**src/rtl/microwave_pkg.sv**
```systemverilog
// Shared types and constants for the microwave keypad, entry and timer path.
package microwave_pkg;

  typedef enum logic [1:0] {
    IDLE,
    ENTRY,
    LOAD_REQ
  } state_t;

  localparam int BCD_W        = 4;
  localparam int NUM_DIGITS   = 4;
  localparam int BCD_MAX      = 9;
  localparam int SEC_TENS_MAX = 5;

  // Digit slot positions within the packed MM:SS word, slot 0 at the LSBs.
  localparam int SEC_UNITS_IDX = 0;
  localparam int SEC_TENS_IDX  = 1;
  localparam int MIN_UNITS_IDX = 2;
  localparam int MIN_TENS_IDX  = 3;

endpackage

```
**src/rtl/edge_detect.sv**
```systemverilog
// Rising-edge detector: one-cycle pulse when a level input goes high.
// The timer reuses it for its start and clear keys.
module edge_detect (
  input  logic clk,
  input  logic rst,
  input  logic sig,
  output logic rise
);

  logic sig_q;

  always_ff @(posedge clk) begin
    if (rst) sig_q <= 1'b0;
    else     sig_q <= sig;
  end

  assign rise = sig & ~sig_q;

endmodule

```
**src/rtl/time_entry_decoder.sv**
```systemverilog
// Assembles an MM:SS cook time from BCD key events and hands it to the timer
// over a req/ack load handshake. Optional feature macro: SEC_CLAMP_EN.
module time_entry_decoder #(
  parameter int NUM_DIGITS = microwave_pkg::NUM_DIGITS,
  parameter int BCD_W      = microwave_pkg::BCD_W
) (
  input  logic                                 clk,
  input  logic                                 rst,
  input  logic [BCD_W-1:0]                     bcd_in,
  input  logic                                 pgt,
  input  logic                                 clear,
  input  logic                                 start,
  input  logic                                 load_ack,
  output logic [NUM_DIGITS*BCD_W-1:0]          digits,
  output logic [$clog2(NUM_DIGITS+1)-1:0]      digit_cnt,
  output logic                                 load_req,
  output logic                                 key_err,
  output logic                                 entry_active
);

  import microwave_pkg::*;

  localparam int DW    = NUM_DIGITS * BCD_W;
  localparam int CNT_W = $clog2(NUM_DIGITS + 1);

  state_t           state;
  logic [DW-1:0]    dig_q;
  logic [DW-1:0]    present;
  logic [CNT_W-1:0] cnt_q;
  logic             key_ev;
  logic             valid;

  edge_detect u_pgt_edge (
    .clk  (clk),
    .rst  (rst),
    .sig  (pgt),
    .rise (key_ev)
  );

  assign valid = (bcd_in <= BCD_W'(BCD_MAX));

`ifdef SEC_CLAMP_EN
  // Out-of-range seconds collapse to x:59; minutes pass through untouched.
  always_comb begin
    present = dig_q;
    if (dig_q[SEC_TENS_IDX*BCD_W +: BCD_W] > BCD_W'(SEC_TENS_MAX)) begin
      present[SEC_TENS_IDX*BCD_W  +: BCD_W] = BCD_W'(SEC_TENS_MAX);
      present[SEC_UNITS_IDX*BCD_W +: BCD_W] = BCD_W'(BCD_MAX);
    end
  end
`else
  assign present = dig_q;
`endif

  always_ff @(posedge clk) begin
    if (rst) begin
      state        <= IDLE;
      dig_q        <= '0;
      cnt_q        <= '0;
      load_req     <= 1'b0;
      key_err      <= 1'b0;
      entry_active <= 1'b0;
    end else begin
      key_err <= 1'b0;
      case (state)
        IDLE: begin
          if (key_ev) begin
            if (valid) begin
              dig_q        <= {{(DW-BCD_W){1'b0}}, bcd_in};
              cnt_q        <= CNT_W'(1);
              state        <= ENTRY;
              entry_active <= 1'b1;
            end else begin
              key_err <= 1'b1;
            end
          end
        end
        ENTRY: begin
          if (clear) begin
            dig_q        <= '0;
            cnt_q        <= '0;
            state        <= IDLE;
            entry_active <= 1'b0;
          end else if (start) begin
            dig_q        <= present;
            state        <= LOAD_REQ;
            load_req     <= 1'b1;
            entry_active <= 1'b0;
          end else if (key_ev) begin
            if (valid && cnt_q < CNT_W'(NUM_DIGITS)) begin
              dig_q <= {dig_q[DW-BCD_W-1:0], bcd_in};
              cnt_q <= cnt_q + 1'b1;
            end else begin
              key_err <= 1'b1;
            end
          end
        end
        LOAD_REQ: begin
          // Keys are swallowed silently while the timer owns the handshake.
          if (clear || load_ack) begin
            dig_q    <= '0;
            cnt_q    <= '0;
            load_req <= 1'b0;
            state    <= IDLE;
          end
        end
        default: begin
          state        <= IDLE;
          load_req     <= 1'b0;
          entry_active <= 1'b0;
        end
      endcase
    end
  end

  assign digits    = dig_q;
  assign digit_cnt = cnt_q;

endmodule
```
**config.mk**
```make
export PLATFORM = sky130hd
export DESIGN_NAME = time_entry_decoder
export DESIGN_NICKNAME = d
export VERILOG_FILES = /design/src/rtl/microwave_pkg.sv /design/src/rtl/edge_detect.sv /design/src/rtl/time_entry_decoder.sv
export SDC_FILE = /design/constraint.sdc
export NUM_CORES = 1
export LEC_CHECK = 0
export ABC_AREA = 1
export ABC_CLOCK_PERIOD_IN_PS = 1700
export CAP_MARGIN = 20
export CORE_MARGIN = 5
export CORE_UTILIZATION = 28
export DETAILED_ROUTE_END_ITERATION = 10
export GPL_ROUTABILITY_DRIVEN = 0
export PLACE_DENSITY_LB_ADDON = 0.08
export SKIP_CTS_REPAIR_TIMING = 1
export SYNTH_ARGS = -nofsm -noshare
export SYNTH_HDL_FRONTEND = slang
export SYNTH_SLANG_ARGS = --single-unit
```
**constraint.sdc**
```tcl
create_clock -name clk -period 1.7 [get_ports clk]
set_input_delay 0.255 -clock clk [delete_from_list [all_inputs] [get_ports clk]]
set_output_delay 0.255 -clock clk [all_outputs]
set_load 0.01 [all_outputs]
```
==> impl_metrics.ini <==
[placement]
dp.cells = 280
place_hpwl_um = 2303
place_ws_ps = -3.724
portBuffers = 31

[route]
drtPass1Iterations = 4
avgRoutedWirePerCell_um = 11.66
drt-total-wl_um = 3324
ant_nets = 0
vias = 1275
via_per_inst = 4.474
drtIter0Drc = 54
drc = 0

[finish]
finalNetCount = 234
areaGrowthSynthToFinish_pct = 36.29
regArea_sq_um = 500.5
n_fill_cell = 502
multi_input_area_sq_um = 719.4
instances_no_fill = 285
num_antenna_cells = 0
drive_gt1_share_pct = 16.51
fin_util_pct = 39.10

[sta]
worstMarginPinSlew_ps = 272.3
fin_ws_ps = 157.2
min_period_ps = 1543
finalClockSkew_ps = 1.459
setup_violations = 0
max_freq_mhz = 648.2
period_share_pct = 90.75
slew_headroom_pct = 81.85
drv_slew = 0
hold_violations = 0
rsz0062_at_grt = no

[run_status]
status = complete, no violations

[global_route]
grt_pass1_vias = 1224
grt_max_degree = 39
track_usage_pct = 10.69
grt_pass1_wl_um = 5568
overflow = 0
grt_antenna_before_repair = 0

[floorplanning]
die-area_sq_mm = 0.006331
chipWidth_um = 79.57
core.rowCount = 25
core_area_sq_mm = 0.004723
start_util_pct = 28.69
boundaryPins = 32
fp.dieH_um = 79.57

[logic_synthesis]
ys_seq_area_share_pct = 36.93
yosys.cell_types.count = 20
synth_nets = 200
ys_ff_latch = 25
synth_area_sq_mm = 0.001355
ys_warn_count = 0
synth.avg_cell_area_sq_um = 7.325
syn_inst = 185

[power_and_ir_drop]
power_density_mw_per_mm2 = 1804
p_leak_nw = 0.7872
finalPower_mw = 3.332
peakVddDrop_mv = 0.5907

[clock_network]
root_buffer = clkbuf_8
clock_sinks = 25
htree_levels = 1
cts_tree = done
cts_made_buffers = 3
clk_latency_ps = 270
clkTransAtPathRegs_ps = 90
clockBufferDepth = 2

[setup_path]
cp.arrival_ps = 1710
path_max_fanout = 19
critPathKind = reg2reg
critPathCaptureType = register
crit_required_ps = 1870
cp-start-kind = register

[job]
max-cap-violations = 0

[worst_hold_path]
hp-class = reg2reg
synth_stat cells:
library cell   n  area share (%)
a21oi_1       22             8.1
buf_4          2             1.1
nand3_2       13             9.6
nor2_1        26             7.2
nand2_2        5             2.3
o21ai_0        3             1.1
dfxtp_1       25              37
ha_1           5             4.6
nand2_1       43              12
inv_1         13             3.6
nand3_1       10             3.7
nor3_1         2            0.74
o211ai_1       1            0.55
buf_2          3             1.1
nor2_2         2            0.92
buf_6          5             4.2
a21oi_2        1            0.65
nand4_1        1            0.46
inv_2          2            0.55
a221oi_1       1            0.65
critical path, stage by stage (launching register included):
cell       delay (ps)
dfxtp_1           370
inv_1              90
ha_1              260
nand2_2           100
nand3_2           100
nor2_4            160
clkbuf_16         210
nand3_2            60
nand2_1            50
nor2_1             40
registers in the layout, summed over array words and instances (netlist names):
register	count
state	2
digit_cnt	3
entry_active	1
digits	16
key_err	1
u_pgt_edge.sig_q	1
load_req	1
kinds of logic (layout without fill, tap and decap cells):
logic type	count (synthesis)	in the layout	synth area share [%]
AO/OA/AOI/OAI	28	28	11.08
adder cells (fa/ha/maj)	5	5	4.617
buffers and inverters	25	58	10.53
flip-flops	25	25	36.93
AND/OR/NAND/NOR	102	102	36.84
cells in the final DEF, fill, tap and decap left out, types with 2 or more instances in the layout:
cell and n:
nand2_1 43, clkdlybuf4s50_1 31, nor2_1 26, dfxtp_1 25, a21oi_1 22, inv_1 13, nand3_2 13, nand3_1 10
nand2_2 5, ha_1 4, buf_12 4, o21ai_0 3, clkbuf_8 3, buf_4 3, inv_2 2, nor3_1 2
per-layer routing:
| layer | wire length (um) | vias to the layer above | track usage (%) |
|---|---|---|---|
| met5 | 0 | - | 0 |
| met4 | 19 | 0 | 3.093 |
| met3 | 160 | 2 | 2.032 |
| met2 | 1486 | 31 | 16.78 |
| met1 | 1658 | 581 | 14.79 |
| li1 | - | 661 | - |
layout make-up:
type,instances,share of cell area [%]
sequential,25,27.10
multi-input combinational,135,38.96
clock inverter,1,0.4065
clock buffer,3,2.236
tap,67,4.539
inverter,15,3.049
timing repair buffer,39,23.71
where the power goes:
part	switching, mW	total (mW)	internal [mW]
clock	0.201	0.367	0.166
combinational	1.01	1.98	0.961
sequential	0.168	0.989	0.821
final timing paths:
path,start,to,slack [ps],depth (start not counted)
max reg2reg,state[0],digits[15],160,9
min,load_req,load_req,460,2
max,state[0],digits[15],160,9
min reg2reg,load_req,load_req,460,2
through the flow:
step / hold slack (ps) / instance area [sq um] / TNS (ps)
after floorplan: 326.2 / 1355 / 0
after global placement: 442.6 / 1765 / 0
after detailed placement: 454.3 / 1765 / -12.99
after CTS: 469.2 / 1814 / 0
after global routing: 506.1 / 1847 / 0
final: 463.2 / 1847 / 0
(Power assumes the default switching activity.)
